<file path="config.mk">
export PLATFORM = sky130hd
export DESIGN_NAME = ysyx_25030081_idu
export DESIGN_NICKNAME = d
export VERILOG_FILES = /design/src/rtl/ysyx_25030081_idu.sv
export SDC_FILE = /design/constraint.sdc
export NUM_CORES = 1
export LEC_CHECK = 0
export ABC_CLOCK_PERIOD_IN_PS = 2900
export BUFFER_PORTS_ARGS = -buffer_cell sky130_fd_sc_hd__buf_4
export CORE_ASPECT_RATIO = 0.7
export CORE_MARGIN = 8
export CORE_UTILIZATION = 50
export CTS_CLUSTER_DIAMETER = 120
export CTS_CLUSTER_SIZE = 25
export DETAILED_ROUTE_END_ITERATION = 12
export GPL_TIMING_DRIVEN = 0
export MAX_ROUTING_LAYER = met4
export PLACE_DENSITY = 0.72
export SKIP_LAST_GASP = 1
export SLEW_MARGIN = 20
export SYNTH_ARGS = -nofsm -noshare
export SYNTH_HDL_FRONTEND = slang
export SYNTH_SLANG_ARGS = --single-unit
</file>
<file path="constraint.sdc">
create_clock -name clock -period 2.9 [get_ports clock]
set_input_delay 0.58 -clock clock [delete_from_list [all_inputs] [get_ports clock]]
set_output_delay 0.58 -clock clock [all_outputs]
set_load 0.03 [all_outputs]
</file>
<file path="src/rtl/ysyx_25030081_idu.sv">
// RV32I decode stage: captures decoded {pc,inst} into a 2-entry skid buffer and presents it to EXU.
// Define YSYX_25030081_IDU_RV32M_EN to also decode the RV32M multiply/divide group.
module ysyx_25030081_idu #(
    parameter int PC_W    = 32,
    parameter int ALUOP_W = 5,
    parameter int CNT_W   = 32
) (
    input  logic               clock,
    input  logic               reset_n,
    input  logic               flush,
    input  logic               in_valid,
    output logic               in_ready,
    input  logic [PC_W-1:0]    in_pc,
    input  logic [31:0]        in_inst,
    output logic               out_valid,
    input  logic               out_ready,
    output logic [PC_W-1:0]    out_pc,
    output logic [31:0]        out_inst,
    output logic [2:0]         ext_op,
    output logic               reg_wr,
    output logic               alu_a_src,
    output logic [1:0]         alu_b_src,
    output logic [ALUOP_W-1:0] alu_op,
    output logic [3:0]         branch,
    output logic               mem_to_reg,
    output logic               mem_ren,
    output logic               mem_wen,
    output logic [2:0]         mem_op,
    output logic               illegal,
    output logic               ebreak,
    output logic [CNT_W-1:0]   decode_cnt
);

    localparam logic [6:0] OP_LUI    = 7'b0110111;
    localparam logic [6:0] OP_AUIPC  = 7'b0010111;
    localparam logic [6:0] OP_JAL    = 7'b1101111;
    localparam logic [6:0] OP_JALR   = 7'b1100111;
    localparam logic [6:0] OP_BRANCH = 7'b1100011;
    localparam logic [6:0] OP_LOAD   = 7'b0000011;
    localparam logic [6:0] OP_STORE  = 7'b0100011;
    localparam logic [6:0] OP_IMM    = 7'b0010011;
    localparam logic [6:0] OP_REG    = 7'b0110011;
    localparam logic [6:0] OP_SYSTEM = 7'b1110011;

    localparam logic [2:0] EXT_I = 3'd0;
    localparam logic [2:0] EXT_S = 3'd1;
    localparam logic [2:0] EXT_B = 3'd2;
    localparam logic [2:0] EXT_U = 3'd3;
    localparam logic [2:0] EXT_J = 3'd4;

    localparam logic [1:0] B_RS2 = 2'd0;
    localparam logic [1:0] B_IMM = 2'd1;
    localparam logic [1:0] B_FOUR = 2'd2;

    localparam logic [ALUOP_W-1:0] ALU_ADD   = ALUOP_W'(0);
    localparam logic [ALUOP_W-1:0] ALU_SUB   = ALUOP_W'(1);
    localparam logic [ALUOP_W-1:0] ALU_PASSB = ALUOP_W'(10);

    typedef enum logic [1:0] {S_EMPTY, S_ONE, S_TWO} state_t;

    typedef struct packed {
        logic [2:0]         ext_op;
        logic               reg_wr;
        logic               alu_a_src;
        logic [1:0]         alu_b_src;
        logic [ALUOP_W-1:0] alu_op;
        logic [3:0]         branch;
        logic               mem_to_reg;
        logic               mem_ren;
        logic               mem_wen;
        logic [2:0]         mem_op;
        logic               illegal;
        logic               ebreak;
    } ctl_t;

    typedef struct packed {
        logic [PC_W-1:0] pc;
        logic [31:0]     inst;
        ctl_t            ctl;
    } entry_t;

    state_t     state, state_nxt;
    entry_t     head, skid, incoming;
    ctl_t       dec;
    logic       legal, accept, fire;
    logic [6:0] opcode, funct7;
    logic [2:0] funct3;

    assign opcode = in_inst[6:0];
    assign funct3 = in_inst[14:12];
    assign funct7 = in_inst[31:25];

    assign accept = in_valid & in_ready & ~flush;
    assign fire   = out_valid & out_ready;

    // Shared funct3 -> ALU op map for OP and OP-IMM; `alt` selects sub/sra.
    function automatic logic [ALUOP_W-1:0] alu_of(input logic [2:0] f3, input logic alt);
        case (f3)
            3'd0:    return alt ? ALU_SUB : ALU_ADD;
            3'd1:    return ALUOP_W'(2);
            3'd2:    return ALUOP_W'(3);
            3'd3:    return ALUOP_W'(4);
            3'd4:    return ALUOP_W'(5);
            3'd5:    return alt ? ALUOP_W'(7) : ALUOP_W'(6);
            3'd6:    return ALUOP_W'(8);
            default: return ALUOP_W'(9);
        endcase
    endfunction

    always_comb begin
        // NOTE: every comb output gets a default first, so no path leaves a latch behind.
        dec   = '0;
        legal = 1'b1;
        case (opcode)
            OP_LUI: begin
                dec.ext_op    = EXT_U;
                dec.reg_wr    = 1'b1;
                dec.alu_b_src = B_IMM;
                dec.alu_op    = ALU_PASSB;
            end
            OP_AUIPC: begin
                dec.ext_op    = EXT_U;
                dec.reg_wr    = 1'b1;
                dec.alu_a_src = 1'b1;
                dec.alu_b_src = B_IMM;
            end
            OP_JAL, OP_JALR: begin
                legal         = (opcode == OP_JAL) || (funct3 == 3'd0);
                dec.ext_op    = (opcode == OP_JAL) ? EXT_J : EXT_I;
                dec.reg_wr    = 1'b1;
                dec.alu_a_src = 1'b1;
                dec.alu_b_src = B_FOUR;
                dec.branch    = (opcode == OP_JAL) ? 4'd1 : 4'd2;
            end
            OP_BRANCH: begin
                // Comparison is done by subtracting rs2 from rs1.
                legal       = (funct3 != 3'd2) && (funct3 != 3'd3);
                dec.ext_op  = EXT_B;
                dec.alu_op  = ALU_SUB;
                dec.branch  = {1'b1, funct3};
            end
            OP_LOAD: begin
                legal          = (funct3 != 3'd3) && (funct3 != 3'd6) && (funct3 != 3'd7);
                dec.reg_wr     = 1'b1;
                dec.alu_b_src  = B_IMM;
                dec.mem_to_reg = 1'b1;
                dec.mem_ren    = 1'b1;
                dec.mem_op     = funct3;
            end
            OP_STORE: begin
                legal         = (funct3 <= 3'd2);
                dec.ext_op    = EXT_S;
                dec.alu_b_src = B_IMM;
                dec.mem_wen   = 1'b1;
                dec.mem_op    = funct3;
            end
            OP_IMM: begin
                if (funct3 == 3'd1)      legal = (funct7 == 7'h00);
                else if (funct3 == 3'd5) legal = (funct7 == 7'h00) || (funct7 == 7'h20);
                dec.reg_wr    = 1'b1;
                dec.alu_b_src = B_IMM;
                dec.alu_op    = alu_of(funct3, (funct3 == 3'd5) && in_inst[30]);
            end
            OP_REG: begin
                dec.reg_wr = 1'b1;
                if (funct7 == 7'h00) begin
                    dec.alu_op = alu_of(funct3, 1'b0);
                end else if (funct7 == 7'h20) begin
                    legal      = (funct3 == 3'd0) || (funct3 == 3'd5);
                    dec.alu_op = alu_of(funct3, 1'b1);
`ifdef YSYX_25030081_IDU_RV32M_EN
                end else if (funct7 == 7'h01) begin
                    dec.alu_op = ALUOP_W'({2'b10, funct3});
`endif
                end else begin
                    legal = 1'b0;
                end
            end
            OP_SYSTEM: begin
                legal      = (in_inst == 32'h0010_0073);
                dec.ebreak = 1'b1;
            end
            default: legal = 1'b0;
        endcase
        // An undecodable word carries no side effects downstream.
        if (!legal) begin
            dec         = '0;
            dec.illegal = 1'b1;
        end
    end

    assign incoming = '{pc: in_pc, inst: in_inst, ctl: dec};

    always_comb begin
        state_nxt = state;
        if (flush) begin
            state_nxt = S_EMPTY;
        end else begin
            case (state)
                S_EMPTY: if (accept) state_nxt = S_ONE;
                S_ONE: begin
                    if (accept && !fire)      state_nxt = S_TWO;
                    else if (!accept && fire) state_nxt = S_EMPTY;
                end
                S_TWO:   if (fire) state_nxt = S_ONE;
                default: state_nxt = S_EMPTY;
            endcase
        end
    end

    always_ff @(posedge clock) begin
        if (!reset_n) begin
            // NOTE: buffer entries are reset too because their fields drive the outputs directly.
            state      <= S_EMPTY;
            head       <= '0;
            skid       <= '0;
            out_valid  <= 1'b0;
            in_ready   <= 1'b0;
            decode_cnt <= '0;
        end else begin
            // NOTE: sequential state uses non-blocking assignments so every flop samples pre-edge values.
            state     <= state_nxt;
            out_valid <= (state_nxt != S_EMPTY);
            in_ready  <= (state_nxt != S_TWO);
            if (fire) decode_cnt <= decode_cnt + CNT_W'(1);
            if (state == S_TWO && fire)
                head <= skid;
            else if (accept && (state == S_EMPTY || fire))
                head <= incoming;
            if (accept && state == S_ONE && !fire)
                skid <= incoming;
        end
    end

    assign out_pc     = head.pc;
    assign out_inst   = head.inst;
    assign ext_op     = head.ctl.ext_op;
    assign reg_wr     = head.ctl.reg_wr;
    assign alu_a_src  = head.ctl.alu_a_src;
    assign alu_b_src  = head.ctl.alu_b_src;
    assign alu_op     = head.ctl.alu_op;
    assign branch     = head.ctl.branch;
    assign mem_to_reg = head.ctl.mem_to_reg;
    assign mem_ren    = head.ctl.mem_ren;
    assign mem_wen    = head.ctl.mem_wen;
    assign mem_op     = head.ctl.mem_op;
    assign illegal    = head.ctl.illegal;
    assign ebreak     = head.ctl.ebreak;

endmodule

</file>
# [Word-level counts from Yosys, hierarchy flattened]
# Cells that the tools add are included.
[totals] inputBits=69 reg_bits=212 word_cells=123
[op_classes] n_bitwise=4 addsub=1 order_cmp=1 n_reduce_logical=27 n_mux=33 eq_ne=25
[ops] operator="two-way mux 88 bit" count=2
[ops] operator="case mux 4 bit (7 select lines)" count=3
[ops] operator="adder 32 x 1 -> 32 bit (second input constant)" count=1
[ops] operator="equality test 32 x 21 -> 1 bit (second input constant)" count=1
[ops] operator="equality test 7 x 6 -> 1 bit (second input constant)" count=4
[ops] operator="equality test 7 bit (second input constant)" count=4
[ops] operator="two-way mux 24 bit" count=1
[ops] operator="case mux 5 bit (4 select lines)" count=1
[ops] operator="equality test 7 x 5 -> 1 bit (second input constant)" count=2
[ops] operator="two-way mux 2 bit" count=7
[ops] operator="case mux 3 bit (4 select lines)" count=1
[ops] operator="logical AND 1 bit" count=10
[ops] operator="two-way mux 1 bit" count=10
[ops] operator="equality test 3 bit (second input constant)" count=3
[ops] operator="case mux 1 bit (8 select lines)" count=1
[ops] operator="case mux 4 bit (2 select lines)" count=1
[ops] operator="equality test 7 x 2 -> 1 bit (second input constant)" count=1
[ops] operator="logical NOT 7 bit" count=1
[ops] operator="OR reduction 7 bit" count=1
[ops] operator="equality test 3 x 2 -> 1 bit (second input constant)" count=2
[ops] operator="two-way mux 3 bit" count=2
[ops] operator="!= test 3 x 2 -> 1 bit (second input constant)" count=2
[ops] operator="!= test 3 bit (second input constant)" count=2
[ops] operator="case mux 2 bit (3 select lines)" count=1
[ops] operator="other kinds (18)" count=27

# [Longest topological paths before layout]
[logic_depth] depth_word=9 ltp_mapped=8 mapped_depth_nobuf=6

# [Worst setup path after synthesis]
# Ideal clock, no wire load.
[synth_timing] kind="input to register" start="in in_inst[2]" end="reg skid[1] in the netlist's numbering" arrival_time_ns=2.022 setup_time_ns=0.115 path_buffers=3 t_required_ns=2.785 cell_stages=8 slack_ns=0.762 cell_sequence="buf_6 > nor4bb_4 > buf_6 > nand4_4 > nor3_2 > nor4_4 > buf_6 > a31o_1"
[synth_via] elab_chain_cells=4 word_cells_on_any_way=16 cone_classes="eq/ne (11); mux (2); reduce/logical (3)"
[synth_lines] item="from (decl)" line_no="14" text="input logic [31:0] in_inst,"
[synth_lines] item="equality test 7 bit (tied with other cells)" line_no="114, 128"
[synth_lines] item="OR reduction 2 bit (tied with other cells)" line_no="114" text="case (opcode)"
[synth_lines] item="case mux 1 bit (8 select lines) *" line_no="114"
[synth_lines] item="two-way mux 24 bit *" line_no="186" text="if (!legal) begin"
[synth_lines] item="to (signal assigned)" line_no="231" text="skid <= incoming;"
[synth_lines] item="to (decl)" line_no="83" text="entry_t head, skid, incoming;"
# Every way passes the cells marked *; elsewhere a longest branch is shown, timed or not.
# A chain may end at the register's enable or synchronous reset.

# [Worst setup path in the final report]
[layout_timing] start="reg out_valid" end="reg head, in the netlist mem_wen"
[layout_via] elab_chain_cells=4 word_cells_on_any_way=6 cone_classes="mux (1); bitwise (1); reduce/logical (4)"
[layout_lines] item="from (decl)" line_no="15" text="output logic out_valid,"
[layout_lines] item="from (signal assigned)" line_no="223" text="out_valid <= (state_nxt != S_EMPTY);"
[layout_lines] item="bitwise AND 1 bit *" line_no="94" text="assign fire = out_valid & out_ready;"
[layout_lines] item="logical OR 1 bit" line_no="228" text="else if (accept && (state == S_EMPTY || fire))"
[layout_lines] item="logical AND 1 bit" line_no="228"
[layout_lines] item="nonzero test 2 bit (no source line)"
[layout_lines] item="to (signal assigned)" line_no="227" text="head <= skid;"
[layout_lines] item="to (signal assigned)" line_no="229" text="head <= incoming;"
[layout_lines] item="to (decl)" line_no="83"
# Marks and branches as above.

==> impl_metrics.yaml <==
routing:
  drt-wirelength-per-cell_um: 18.1
  ant_nets: 0
  viasPerCell: 5.68
  drc: 0
  drt_iter0_drc: 841
  drt_pass1_iterations: 6
  vias: 8889
  routed_wl_um: 28400
yosys:
  synth_area_um2: 8940
  syn_area_per_cell_um2: 7.93
  ys.flop_type: "dfxtp_1"
  synth.distinct_cells: 68
  synth_cells: 1128
  synth-seq-area-share_pct: 46.6
  syn-num-nets: 1198
  synth_edf_count: 0
  synthArstFlopShare_pct: 0
  ys_ff_latch: 208
  yosys_warnings: 0
power:
  power_density_nw_per_um2: 488
  power_mw: 5.36
  power_frac_seq_pct: 55.2
  clkPwrFrac_pct: 33.2
  ir_worst_vdd_mv: 0.431
  combinationalPowerShare_pct: 11.7
  power_leakage_nw: 4.20
  p_switching_mw: 1.39
  swShare_pct: 26.0
  p_int_mw: 3.97
clock_network:
  clk_path_buf_depth: 3
  path_clk_slew_ns: 0.10
  root_buffer: "clkbuf_16"
  cts_resized: 0
  h-tree-depth: 1
  clock_latency_ns: 0.48
  cts_tree: "built"
  cts_hold_buffers: 0
  post_cts_buffers: 0
  numClockSinks: 208
  cts_buffers: 12
global_routing:
  grt_max_degree: 26
  antenna_found_initial: 0
  grt_first_pass_wirelength_um: 44600
  grt_util_all_layers_pct: 24.9
  grt_pass1_vias: 8182
  grt.overflow.total: 0
floorplan:
  start_util_pct: 50.4
  core_um2: 17700
  die_h_um: 128
  ioPinCount: 191
  die_width_um: 176
  fp.dieArea_um2: 22500
  num_rows: 41
layout:
  area_delta_synth_final_pct: 22.8
  largest_reg_flops: 86
  drive_gt1_share_pct: 17.5
  nets: 1398
  insertedDiodeCount: 0
  fin_util_pct: 61.9
  regMostFlops: "skid"
worst_setup_path:
  path_class: "reg -> reg"
  end_kind: "register"
  worstPathArrival_ns: 3.07
  cp-start-kind: "register"
  worstPathRequired_ns: 3.27
  crit_path_start: "out_valid"
  cp_max_fo: 10
  r2r_start: "out_valid"
sta:
  period_share_pct: 93.3
  worst_pin_slew_ns: 0.927
  drv_slew: 0
  setup_violations: 0
  fin_crit_ns: 2.70
  max_freq_mhz: 370
  hold_viol: 0
  tns_ns: 0
  timing.slew.headroom_pct: 38.0
  fin_skew_ns: 0.0132
  grt_setup_unrepaired: "no"
status:
  outcome: "completed"
place:
  portBuffers: 186
  place_congestion: 0.944
  hpwl_um: 20900
job:
  max_cap_viol_count: 0
hold_path:
  hold_class: "in -> reg"
  hold_start: "flush"
[area by class of cell]
class                           count  area (µm²)
Buffer                             97         414
Timing Repair Buffer              186        1400
Sequential cell                   208        4160
Inverter                            6        22.5
Clock buffer                       13         325
Clock inverter                      1        20.0
Tap cell                          236         295
Multi-Input combinational cell    817        4340
Fill cell                        1629        6770
[worst max-delay path, cell delays in order, from the launching register on]
cell and delay [ns]:
dfxtp_1 0.46, nand2_1 0.16, nor2_1 0.73, or2_1 0.19, buf_2 0.18, buf_4 0.24
buf_2 0.29, o211ai_1 0.19, o211a_1 0.17
[cell usage in the layout, fill, tap and decap left out, types with 6 or more instances in the layout]
| cell | Yosys | routed |
|---|---|---|
| a21oi_1 | 83 | 83 |
| a311oi_1 | 62 | 62 |
| and3_1 | 8 | 8 |
| and4_1 | 6 | 6 |
| buf_1 | 6 | 6 |
| buf_2 | 13 | 13 |
| buf_4 | 3 | 189 |
| clkbuf_1 | 72 | 72 |
| clkbuf_16 | 0 | 13 |
| dfxtp_1 | 208 | 208 |
| nand2_1 | 312 | 312 |
| nand3_1 | 33 | 33 |
| nand4_1 | 19 | 19 |
| nor2_1 | 130 | 130 |
| nor3_1 | 8 | 8 |
| o211a_1 | 6 | 6 |
| o211ai_1 | 11 | 11 |
| o21ai_0 | 17 | 17 |
| o31ai_1 | 6 | 6 |
| o41ai_1 | 6 | 6 |
| xnor2_1 | 8 | 8 |
| xor2_1 | 25 | 25 |
[path summary, 6_finish.rpt]
check / cells after the start / end / slack [ns]
hold reg to reg: 2 / mem_op[2] / 0.46
setup reg to reg: 8 / mem_wen / 0.20
hold / removal: 2 / state[1] / 0.33
setup / recovery: 8 / mem_wen / 0.20
[power by group through the flow]
stage / combinational [mW] / sequential (mW) / clock (mW)
floorplan: 0.227 / 3.13 / 0
global route: 0.673 / 2.97 / 1.92
finish: 0.625 / 2.96 / 1.78
detailed placement: 0.620 / 3.02 / 0
CTS: 0.621 / 2.96 / 1.82
global placement: 0.617 / 3.02 / 0
[per-stage QoR]
stage	setup WS, ns	std cells	area [µm²]	hold slack [ns]
final	0.195	1564	11000	0.326
after global routing	0.0218	1564	11000	0.314
after CTS	0.276	1564	11000	0.312
after detailed placement	-0.0358	1550	10600	0.444
after global placement	-0.0312	1550	10600	0.442
after floorplan	0.762	1128	8940	0.432
[cell families (layout without fill, tap and decap cells)]
kind of cell    count (synthesis)  after routing  synth area share [%]
compound gates                230            230                  18.1
other cells                     1              1                0.0419
flops                         208            208                  46.6
xor+xnor                       33             33                  3.23
fa+ha+maj                       1              1                 0.140
simple gates                  550            550                  26.8
buf+inv                       103            303                  4.88
mux                             2              2                 0.224
[per-layer routing]
layer,GRT usage (%),share of wire [%]
met5,-,0
met4,4.13,1.2
met3,4.15,8.9
met2,35.6,42
met1,36.6,48
[synth_stat cells, types with 2 or more instances]
cell	n	area share (%)
buf_2	13	0.73
nor3_1	8	0.45
o41ai_1	6	0.59
and4_1	6	0.59
nor4b_1	4	0.39
buf_6	3	0.38
nor2_1	130	5.5
nand2b_1	4	0.28
a2111oi_0	2	0.20
o2111ai_1	5	0.49
xor2_1	25	2.4
a211o_1	4	0.39
nand2_1	312	13
and3_1	8	0.56
o211ai_1	11	0.92
mux2i_1	2	0.22
inv_1	5	0.21
a31oi_1	3	0.21
dfxtp_1	208	47
o211a_1	6	0.67
o31ai_1	6	0.50
clkbuf_1	72	3.0
and4b_1	2	0.22
xnor2_1	8	0.78
nor4_1	3	0.21
buf_4	3	0.25
nand3_1	33	1.8
a21oi_1	83	4.6
o21ai_0	17	0.95
a21boi_1	3	0.25
nand4_1	19	1.3
a311oi_1	62	6.1
and2_1	5	0.35
o21ai_1	4	0.22
buf_1	6	0.25
a211oi_1	5	0.42
Note: power is estimated with default switching activity, not from simulation.
